[config.mk]
export PLATFORM = sky130hd
export DESIGN_NAME = volatility_rd_ctrl
export DESIGN_NICKNAME = d
export VERILOG_FILES = /design/src/rtl/volatility_rd_ctrl.sv
export SDC_FILE = /design/constraint.sdc
export NUM_CORES = 1
export LEC_CHECK = 0
export BUFFER_PORTS_ARGS = -buffer_cell sky130_fd_sc_hd__buf_2
export CAP_MARGIN = 20
export CORE_MARGIN = 1.5
export CORE_UTILIZATION = 53
export DETAILED_ROUTE_END_ITERATION = 8
export GPL_TIMING_DRIVEN = 0
export PLACE_DENSITY = 0.76
export SYNTH_ARGS = -nofsm -noshare
export SYNTH_HDL_FRONTEND = slang
export SYNTH_SLANG_ARGS = --single-unit
[constraint.sdc]
create_clock -name i_clk -period 6.55 [get_ports i_clk]
set_clock_uncertainty 0.05 [all_clocks]
set_input_delay 0.9825 -clock i_clk [delete_from_list [all_inputs] [get_ports i_clk]]
set_output_delay 0.9825 -clock i_clk [all_outputs]
set_load 0.03 [all_outputs]
[src/rtl/volatility_rd_ctrl.sv]
// Read-side controller for the per-stock circular sample buffers.
// Snoops write events to track each stock's write pointer and fill level, and on
// request streams the stored window (oldest to newest) out over valid/ready.
module volatility_rd_ctrl #(
    parameter int unsigned NUM_STOCKS  = 4,
    parameter int unsigned BUFFER_SIZE = 20,
    parameter int unsigned DATA_WIDTH  = 32,
    localparam int unsigned SID_W  = (NUM_STOCKS > 1) ? $clog2(NUM_STOCKS) : 1,
    localparam int unsigned ADDR_W = $clog2(NUM_STOCKS * BUFFER_SIZE),
    localparam int unsigned CNT_W  = $clog2(BUFFER_SIZE + 1)
) (
    input  logic                  i_clk,
    input  logic                  i_reset_n,
    input  logic                  i_wr_valid,
    input  logic [SID_W-1:0]      i_wr_stock_id,
    input  logic                  i_req_valid,
    input  logic [SID_W-1:0]      i_req_stock_id,
    output logic                  o_req_ready,
    output logic                  o_rd_en,
    output logic [ADDR_W-1:0]     o_rd_addr,
    input  logic [DATA_WIDTH-1:0] i_rd_data,
    output logic [DATA_WIDTH-1:0] o_sample,
    output logic                  o_sample_valid,
    output logic                  o_sample_last,
    input  logic                  i_sample_ready,
    output logic                  o_done,
    output logic [CNT_W-1:0]      o_count
);

    typedef enum logic [2:0] {
        ST_IDLE,
        ST_ISSUE,
        ST_CAPTURE,
        ST_OUT,
        ST_DONE
    } state_e;

    state_e                  state_q, state_d;
    logic [CNT_W-1:0]        wr_ptr_q [NUM_STOCKS];
    logic [CNT_W-1:0]        wr_ptr_d [NUM_STOCKS];
    logic [CNT_W-1:0]        fill_q   [NUM_STOCKS];
    logic [CNT_W-1:0]        fill_d   [NUM_STOCKS];
    logic [ADDR_W-1:0]       base_q, base_d;
    logic [CNT_W-1:0]        off_q, off_d;
    logic [CNT_W-1:0]        len_q, len_d;
    logic [CNT_W-1:0]        idx_q, idx_d;
    logic                    rd_en_q, rd_en_d;
    logic [ADDR_W-1:0]       rd_addr_q, rd_addr_d;
    logic [DATA_WIDTH-1:0]   sample_q, sample_d;
    logic                    sample_valid_q, sample_valid_d;
    logic                    sample_last_q, sample_last_d;
    logic                    done_q, done_d;
    logic [CNT_W-1:0]        count_q, count_d;
    logic [CNT_W:0]          wrap_sum;

    // Request acceptance is a pure decode of the registered state.
    assign o_req_ready    = (state_q == ST_IDLE);
    assign o_rd_en        = rd_en_q;
    assign o_rd_addr      = rd_addr_q;
    assign o_sample       = sample_q;
    assign o_sample_valid = sample_valid_q;
    assign o_sample_last  = sample_last_q;
    assign o_done         = done_q;
    assign o_count        = count_q;

    // Next-state: write tracking, readout sequencing and registered outputs.
    always_comb begin
        state_d        = state_q;
        wr_ptr_d       = wr_ptr_q;
        fill_d         = fill_q;
        base_d         = base_q;
        off_d          = off_q;
        len_d          = len_q;
        idx_d          = idx_q;
        rd_en_d        = 1'b0;
        rd_addr_d      = rd_addr_q;
        sample_d       = sample_q;
        sample_valid_d = sample_valid_q;
        sample_last_d  = sample_last_q;
        done_d         = 1'b0;
        count_d        = count_q;
        wrap_sum       = '0;

        // Snooped writes advance the stock's pointer and fill in every state.
        if (i_wr_valid) begin
            wr_ptr_d[i_wr_stock_id] = (wr_ptr_q[i_wr_stock_id] == CNT_W'(BUFFER_SIZE - 1))
                                      ? '0 : wr_ptr_q[i_wr_stock_id] + CNT_W'(1);
            if (fill_q[i_wr_stock_id] != CNT_W'(BUFFER_SIZE)) begin
                fill_d[i_wr_stock_id] = fill_q[i_wr_stock_id] + CNT_W'(1);
            end
        end

        case (state_q)
            ST_IDLE: begin
                // Snapshot uses the pre-write values so a same-cycle write is excluded.
                if (i_req_valid) begin
                    len_d   = fill_q[i_req_stock_id];
                    off_d   = (fill_q[i_req_stock_id] < CNT_W'(BUFFER_SIZE))
                              ? '0 : wr_ptr_q[i_req_stock_id];
                    base_d  = ADDR_W'(i_req_stock_id) * ADDR_W'(BUFFER_SIZE);
                    idx_d   = '0;
                    count_d = fill_q[i_req_stock_id];
                    state_d = (fill_q[i_req_stock_id] == '0) ? ST_DONE : ST_ISSUE;
                end
            end
            ST_ISSUE: begin
                state_d = ST_CAPTURE;
            end
            ST_CAPTURE: begin
                sample_d       = i_rd_data;
                sample_valid_d = 1'b1;
                sample_last_d  = (idx_q == len_q - CNT_W'(1));
                state_d        = ST_OUT;
            end
            ST_OUT: begin
                if (i_sample_ready) begin
                    sample_valid_d = 1'b0;
                    if (sample_last_q) begin
                        state_d = ST_DONE;
                    end else begin
                        idx_d   = idx_q + CNT_W'(1);
                        state_d = ST_ISSUE;
                    end
                end
            end
            ST_DONE: begin
                done_d  = 1'b1;
                state_d = ST_IDLE;
            end
            default: begin
                state_d = ST_IDLE;
            end
        endcase

        // Strobe and address are launched as ISSUE is entered so they are live during ISSUE.
        if (state_d == ST_ISSUE) begin
            wrap_sum = (CNT_W+1)'(off_d) + (CNT_W+1)'(idx_d);
            if (wrap_sum >= (CNT_W+1)'(BUFFER_SIZE)) begin
                wrap_sum = wrap_sum - (CNT_W+1)'(BUFFER_SIZE);
            end
            rd_en_d   = 1'b1;
            rd_addr_d = base_d + ADDR_W'(wrap_sum);
        end
    end

    // State and output registers with synchronous active-low reset.
    always_ff @(posedge i_clk) begin
        if (!i_reset_n) begin
            state_q        <= ST_IDLE;
            for (int s = 0; s < int'(NUM_STOCKS); s++) begin
                wr_ptr_q[s] <= '0;
                fill_q[s]   <= '0;
            end
            base_q         <= '0;
            off_q          <= '0;
            len_q          <= '0;
            idx_q          <= '0;
            rd_en_q        <= 1'b0;
            rd_addr_q      <= '0;
            sample_q       <= '0;
            sample_valid_q <= 1'b0;
            sample_last_q  <= 1'b0;
            done_q         <= 1'b0;
            count_q        <= '0;
        end else begin
            state_q        <= state_d;
            wr_ptr_q       <= wr_ptr_d;
            fill_q         <= fill_d;
            base_q         <= base_d;
            off_q          <= off_d;
            len_q          <= len_d;
            idx_q          <= idx_d;
            rd_en_q        <= rd_en_d;
            rd_addr_q      <= rd_addr_d;
            sample_q       <= sample_d;
            sample_valid_q <= sample_valid_d;
            sample_last_q  <= sample_last_d;
            done_q         <= done_d;
            count_q        <= count_d;
        end
    end

endmodule
Word level (Yosys, flattened, before mapping)
Index checks and enable logic that the tools add are counted.

storage, ports and cells
  bits in registers = 108
  input bits = 41
  word-level logic and storage cells = 87

operators by class
  add/subtract/negate cells = 7
  $mul = 1
  $lt $le $gt $ge = 5
  eq/ne operators = 9
  muxes and demuxes = 37
  bitwise operators = 2
  reduce and logical (&&, ||, !) cells = 7

operators by type and width
  cell                   number
  $mux W5                16
  $bmux W5 S2            4
  $bwmux W20             2
  $add A5 B1 Y5 const B  3
  $mux W7                2
  $mux W3                4
  $mux W6                2
  $pmux W3 S4            1
  $demux W5 S2           1
  $pmux W5 S2            1
  $add A7 B6 Y7          1
  $add A5 B5 Y6          1
  $eq A3 B1 Y1 const B   2
  $eq A3 B2 Y1 const B   2
  $ge A3 B3 Y1 const B   2
  $ge A6 B5 Y1 const B   1
  $not A2 Y3             2
  $reduce_and A2 Y1      3
  $sub A6 B5 Y6 const B  1
  $eq A5 B5 Y1           1
  $eq A5 B5 Y1 const B   1
  $logic_not A5 Y1       1
  $lt A5 B5 Y1 const B   1
  $mul A2 B3 Y5 const B  1
  other kinds (10)       12

Logic depth before layout (Yosys ltp)
Gate-level depths: netlist of run 1.

  word-level depth = 13
  gate-level depth with buffers = 26

Worst setup path after synthesis of run 1
OpenSTA, ideal clock, no wires.

  path type = register to register
  start = register state_q[2]
  end = register rd_addr_q[6], in the netlist o_rd_addr[6]
  library setup time = 70 ps
  data arrival time = 5,087 ps
  setup slack = 1,343 ps
  cell stages (with the launch flop) = 26
  path buffers = 2
  period minus slack after synthesis = 5,207 ps
  cells stage by stage = dfxtp_1 buf_2 nor3_1 nand2_1 clkbuf_1 nand2_1 o21ai_0 a22oi_1 inv_1 ha_1 a21o_1 a21oi_1 xnor2_1 inv_1 ha_1 and3_1 a41o_1 nor3_1 ha_1 nor2b_1 o21ai_0 a21boi_0 o21ai_0 a21oi_1 nand3b_1 a21oi_1

between the ends
  word-level cells in the longest chain between the ends = 7
  elaborated cells on any way between the ends = 17

ends and longest elaborated chain
  what                                                  line      text
  start: declaration                                    38        state_e state_q, state_d;
  start signal: assignment                              166       state_q <= state_d;
  $logic_not A3 Y1 *                                    --
  net o_req_ready                                       18        output logic o_req_ready,
  $pmux W5 S2 *                                         93        case (state_q)
  net idx_d[1]                                          46        logic [CNT_W-1:0] idx_q, idx_d;
  $add A5 B5 Y6 *                                       137       wrap_sum = (CNT_W+1)'(off_d) + (CNT_W+1)'(idx_d);
  $sub A6 B5 Y6 / $ge A6 B5 Y1 (equally long branches)  139, 138
  $mux W6 *                                             138       if (wrap_sum >= (CNT_W+1)'(BUFFER_SIZE)) begin
  $mux W6 *                                             136       if (state_d == ST_ISSUE) begin
  $add A7 B6 Y7 *                                       142       rd_addr_d = base_d + ADDR_W'(wrap_sum);
  end signal: assignment                                174       rd_addr_q <= rd_addr_d;
  end: declaration                                      48        logic [ADDR_W-1:0] rd_addr_q, rd_addr_d;

The timed path passes the listed nets; every way through them passes the cells marked *. The select of a mux whose other input is x is not followed.
A chain may end at the register's enable or synchronous reset.

Worst setup path after layout of run 1
  start = input i_req_stock_id[1]
  end = register rd_addr_q[6], in the netlist o_rd_addr[6]

between the ends
  word-level cells in the longest chain between the ends = 13
  elaborated cells on any way between the ends = 25

ends and longest elaborated chain
  what                                                  line      text
  start: declaration                                    17        input logic [SID_W-1:0] i_req_stock_id,
  $not A2 Y3 (not written as such) *                    98, 99
  $bmux W5 S2                                           98        off_d = (fill_q[i_req_stock_id] < CNT_W'(BUFFER_SIZE))
  $mux W5 (not written as such) (2 in series)           98
  $lt A5 B5 Y1                                          98
  $mux W5 *                                             99        ? '0 : wr_ptr_q[i_req_stock_id];
  $mux W5 *                                             96        if (i_req_valid) begin
  $mux W5 *                                             93
  net off_d[0]                                          44        logic [CNT_W-1:0] off_q, off_d;
  $add A5 B5 Y6 *                                       137
  $sub A6 B5 Y6 / $ge A6 B5 Y1 (equally long branches)  139, 138
  $mux W6 *                                             138
  $mux W6 *                                             136
  $add A7 B6 Y7 *                                       142

Marked as above.

==> results of run 1 <==
-- worst min-delay path, cell delays in order (launching register included) --
cell     delay [ps]
dfxtp_1         320
nand2_1          50
a21oi_1          50
-- registers in the layout, summed over array words and instances (netlist names) --
register	cells
base_q	7
off_q	5
idx_q	5
o_done	1
o_rd_addr	7
o_rd_en	1
o_sample_last	1
o_sample_valid	1
fill_q	20
o_sample	32
wr_ptr_q	20
len_q	5
state_q	3
-- worst max path at each step --
stage / start / depth (start not counted) / slack, ps / to
after CTS: i_req_stock_id[1] / 24 / 740 / o_rd_addr[6]
final: i_req_stock_id[1] / 24 / 690 / o_rd_addr[6]
after global routing: i_req_stock_id[1] / 24 / 210 / o_rd_addr[6]
after floorplan: state_q[2] / 25 / 1340 / o_rd_addr[6]
after global placement: i_req_stock_id[1] / 24 / 520 / o_rd_addr[6]
after detailed placement: i_req_stock_id[1] / 24 / 390 / o_rd_addr[6]
-- per-stage QoR --
stage | utilization | hold slack [ps] | cell area, um^2
2_1_floorplan | - | 390 | 5320
3_3_place_gp | 0.608 | 389 | 5920
3_5_place_dp | 0.608 | 394 | 5920
4_1_cts | 0.628 | 410 | 6110
5_1_grt | 0.629 | 427 | 6120
6_report | 0.629 | 408 | 6120
-- final cells by class --
type / instances / area, um^2 / share of cell area
plain buffers: 34 / 141 / 0.0231
clock buffers: 11 / 151 / 0.0247
well taps: 133 / 166 / 0.0272
flip-flops and latches: 108 / 2160 / 0.353
multi-input cells: 433 / 2920 / 0.476
inverters: 26 / 97.6 / 0.0160
clock inverters: 5 / 43.8 / 0.00716
repair buffers: 88 / 440 / 0.0720
-- routing by layer --
layer | vias up | track usage | wire, um
met1 | 2214 | 0.312 | 5490
met3 | 21 | 0.0529 | 728
met5 | - | 0 | 0
met2 | 133 | 0.403 | 6280
met4 | 0 | 0.0884 | 199
li1 | 2271 | - | -
-- where the power goes --
part	switching (mW)	total [mW]	internal (mW)	leakage [nW]
registers	0.0189	0.708	0.689	0.877
logic	0.165	0.255	0.0899	1.58
clock network	0.237	0.401	0.164	0.0941
total	0.421	1.36	0.943	2.56
-- cells by family after synthesis --
group,count (synthesis),synth area share
AO/OA/AOI/OAI,117,0.138
XOR/XNOR,18,0.0311
adder cells (fa/ha/maj),19,0.0475
buffers and inverters,60,0.0450
flip-flops,108,0.407
multiplexers,40,0.128
AND/OR/NAND/NOR,239,0.204
-- cells in the final DEF (no fill, tap or decap), types with 10 or more instances in the layout --
cell,netlist,routed
a211oi_1,25,25
a21oi_1,54,54
buf_2,5,92
clkbuf_1,27,27
clkbuf_8,0,11
dfxtp_1,108,108
ha_1,17,17
inv_1,25,25
mux2i_1,18,18
mux4_2,15,15
nand2_1,109,109
nand3_1,10,10
nor2_1,66,66
o21ai_0,16,16
xnor2_1,13,13
==> flow_summary.yaml, run 1 <==
route:
  drt_iter0_drc: 234
  dr.pass1.iters: 5
  totalWireLength_um: 12700
  ant_nets: 0
  drc: 0
  routed_via_density: 5.54
  via_count: 4639
  avgRoutedWirePerCell_um: 15.1
yosys:
  synth.avg_cell_area_um2: 8.85
  syn_inst: 601
  synth-async-reset-ratio: 0
  ys_seq_elements: 108
  yosys.area.top_type_share: 0.407
  synth.area.top_cells: "dfxtp_1 41%, nand2_1 7.7%, mux4_2 6.4%"
  synth_top_flop_cell: "dfxtp_1"
  ys_seq_area_frac: 0.407
  yosys.area.top_type: "dfxtp_1"
  synth_area_mm2: 0.00532
  yosysMostFrequentCell: "nand2_1"
  yosys_warnings: 0
  synth_fp_nets: 661
  synth_edf_count: 0
  synth.top_cells.by_count: "109 x nand2_1, 108 x dfxtp_1, 66 x nor2_1"
  synth_cell_type_count: 55
timing:
  max_freq_mhz: 171
  tightest_slew_ps: 690
  hold_viol_final: 0
  max_slew_margin: 0.538
  finalSetupViolCount: 0
  rsz0062_at_grt: "no"
  min_period_ps: 5860
  slew_viol_final: 0
  setup_ws_ps: 686
  fin_crit_sh: 0.895
  tns_ps: 0
worst_setup_path:
  start_kind: "primary input"
  required_ps: 6810
  criticalPathCategory: "primary input to flop"
  r2r_slack_ps: 1240
  cpMaxStageDelayCell: "clkbuf_1"
  r2r_cells: 25
  path_delay_family: "compound AO/OA/AOI/OAI gates"
  arrival_ps: 6120
  crit_top_cell: "o21ai_0"
  crit_path_end_kind: "flop"
  path_buf_inv: 4
  worstReg2RegStart: "state_q[2]"
  slowest_delay_ps: 510
  reg2reg_to: "o_rd_addr[6]"
  cp_max_fo: 10
  path_cells: "buf_2, clkbuf_1, mux4_2, or2_1, nand3_1, o21ai_0, ha_1, inv_1, fa_1, xnor2_1, inv_1, or3_1, o21ai_0, nand3_1, mux2i_1, nor3_1, ha_1, nor2b_1, o21ai_0, a21boi_0, o21ai_0, a21oi_1, nand3b_1, a21oi_1"
clock_tree:
  ctsResizeCount: 0
  cts_buffers: 9
  ctsHoldBuffers: 0
  cts_tree: "yes"
  cts_setup_buffers: 0
  cts_max_path_buffers: 2
  clock_sinks: 108
  clkTransAtPathRegs_ps: 100
  clock-root-buffer: "clkbuf_8"
  htreeDepth: 3
  clk_latency_ps: 380
placement:
  place.gp.congestion: 0.929
  hpwlAfterDp_um: 9560
  port_buffers: 87
  dp.cells: 821
  pre_cts_slack_ps: 386
layout:
  antenna_cells: 0
  nNetsFinal: 760
  final_cells: 838
  layout-drive-gt1-share: 0.194
  fillers: 861
  area_growth_pct: 15.1
floorplanning:
  core_area_mm2: 0.00973
  io_pins: 90
  die_w_um: 103
  rows: 36
  start_util: 0.546
  die_y_um: 103
  die_area_mm2: 0.0106
global_route:
  grt_max_degree: 19
  antenna_found_initial: 0
  grt_usage: 0.243
  grt_pass1_wl_um: 19900
  grt_pass1_vias: 4262
  grt-ovfl-total: 0
hold_path:
  holdPathStages: 2
  hp-class: "flop to flop"
  min_from: "o_sample[10]"
  worstHoldEndpoint: "o_sample[10]"
status:
  status: "finished clean"
pwr:
  p_leak_nw: 2.56
  powerDensity_mw_per_mm2: 223
  max-vdd-ir-drop_mv: 0.137
  p_total_mw: 1.36
run:
  max_cap_viol_count: 0
Power figures use the tool's default switching activity.
==> run 2: changes to the inputs <==
- CORE_UTILIZATION: 53 -> 56
- PLACE_DENSITY: 0.76 -> 0.8
==> flow_summary.yaml, run 2 (synthesis results as in run 1) <==
status:
  status: "finished clean"
layout:
  final_cells: 834
  area_growth_pct: 15.1
  final_cell_mix: "109 x nand2_1, 108 x dfxtp_1, 92 x buf_2"
  fillers: 748
  antenna_cells: 0
  multi_input_area_mm2: 0.00292
  seqCellArea_mm2: 0.00216
  largest_reg_flops: 32
  nNetsFinal: 760
  final_common_cell: "nand2_1"
  layout-drive-gt1-share: 0.194
route:
  ant_nets: 0
  via_count: 4607
  routed_via_density: 5.52
  drc: 0
  totalWireLength_um: 12700
  drt_iter0_drc: 272
  avgRoutedWirePerCell_um: 15.2
  dr.pass1.iters: 5
floorplanning:
  die_w_um: 100
  core_area_mm2: 0.00924
  rows: 35
  start_util: 0.575
  die_area_mm2: 0.0101
  io_pins: 90
  die_y_um: 100
clock_tree:
  clock_sinks: 108
  ctsHoldBuffers: 0
  clk_latency_ps: 380
  cts_max_path_buffers: 2
  cts_tree: "yes"
  htreeDepth: 3
  clkTransAtPathRegs_ps: 110
  clock-root-buffer: "clkbuf_8"
  ctsResizeCount: 0
  cts_buffers: 9
  cts_setup_buffers: 0
worst_setup_path:
  criticalPathCategory: "primary input to flop"
  r2r_slack_ps: 1110
  r2r_cells: 25
  crit_path_end_kind: "flop"
  path_cells: "buf_2, clkbuf_1, mux4_2, or2_1, nand3_1, o21ai_0, ha_1, inv_1, fa_1, xnor2_1, inv_1, ha_1, and3_1, a41o_1, nor3_1, ha_1, nor2b_1, o21ai_0, a21boi_0, o21ai_0, a21oi_1, nand3b_1, a21oi_1"
  arrival_ps: 6220
  worstReg2RegStart: "state_q[2]"
  start_kind: "primary input"
  reg2reg_to: "o_rd_addr[6]"
  cp-endpoint: "o_rd_addr[6]"
  required_ps: 6800
  crit_start: "i_req_stock_id[1]"
  slowest_delay_ps: 480
  cp_max_fo: 10
  cpMaxStageDelayCell: "clkbuf_1"
timing:
  finalSetupViolCount: 0
  fin_crit_sh: 0.912
  hold_viol_final: 0
  tns_ps: 0
  rsz0062_at_grt: "no"
  max_slew_margin: 0.514
  slew_viol_final: 0
  max_freq_mhz: 167
  min_period_ps: 5970
  tightest_slew_ps: 726
pwr:
  p_leak_nw: 2.56
  max-vdd-ir-drop_mv: 0.157
  powerDensity_mw_per_mm2: 224
placement:
  hpwlAfterDp_um: 9470
  place.gp.congestion: 0.884
  port_buffers: 87
  dp.cells: 817
global_route:
  antenna_found_initial: 0
  grt_use_met3: 0.0320
  grtUsageMet1: 0.338
  busiest_layer: "met2"
  grt-ovfl-total: 0
  use_met2: 0.424
  grt_max_degree: 22
  grt_pass1_vias: 4302
  grt_usage: 0.254
  grt_pass1_wl_um: 20300
run:
  max_cap_viol_count: 0
hold_path:
  hp-class: "flop to flop"
  holdPathStages: 2
-- run 2: layout make-up --
type	count	share of cell area
multi-input cells	433	0.476
flip-flops and latches	108	0.353
repair buffers	88	0.0720
well taps	129	0.0264
plain buffers	34	0.0231
clock buffers	9	0.0202
inverters	26	0.0159
clock inverters	7	0.0127
-- run 2: metrics by stage --
stage	power, mW	area, um^2	setup slack [ps]	util	hold WS [ps]
2_1_floorplan	0.902	5320	1340	-	390
3_3_place_gp	0.966	5910	507	0.640	387
3_5_place_dp	0.975	5910	279	0.640	394
4_1_cts	1.38	6110	640	0.662	410
5_1_grt	1.43	6120	160	0.662	430
6_report	1.37	6120	580	0.662	410
-- run 2: worst min path at each step --
stage | slack (ps) | startpoint | endpoint
6_report | 410 | o_sample[24] | o_sample[24]
3_5_place_dp | 390 | o_sample[30] | o_sample[30]
4_1_cts | 410 | o_sample[30] | o_sample[30]
3_3_place_gp | 390 | o_sample[9] | o_sample[9]
2_1_floorplan | 390 | base_q[6] | base_q[6]
5_1_grt | 430 | o_sample[28] | o_sample[28]
-- run 2: metal layers --
metal	vias up	wire (um)	part of all wire
met2	121	6420	0.51
met1	2187	5400	0.43
met4	0	234	0.018
li1	2276	-	-
met3	23	598	0.047
met5	-	0	0
-- run 2: power breakdown --
| group | total (mW) | switching, mW | internal [mW] |
|---|---|---|---|
| logic | 0.254 | 0.164 | 0.0898 |
| registers | 0.708 | 0.0191 | 0.689 |
| clock network | 0.411 | 0.258 | 0.153 |
-- run 2: worst max-delay path, delay by kind of cell --
family,cells,cell delay [ps]
fa+ha+maj,4,1290
mux,1,370
xor+xnor,1,240
buf+inv,4,790
simple gates,6,990
compound gates,7,1520
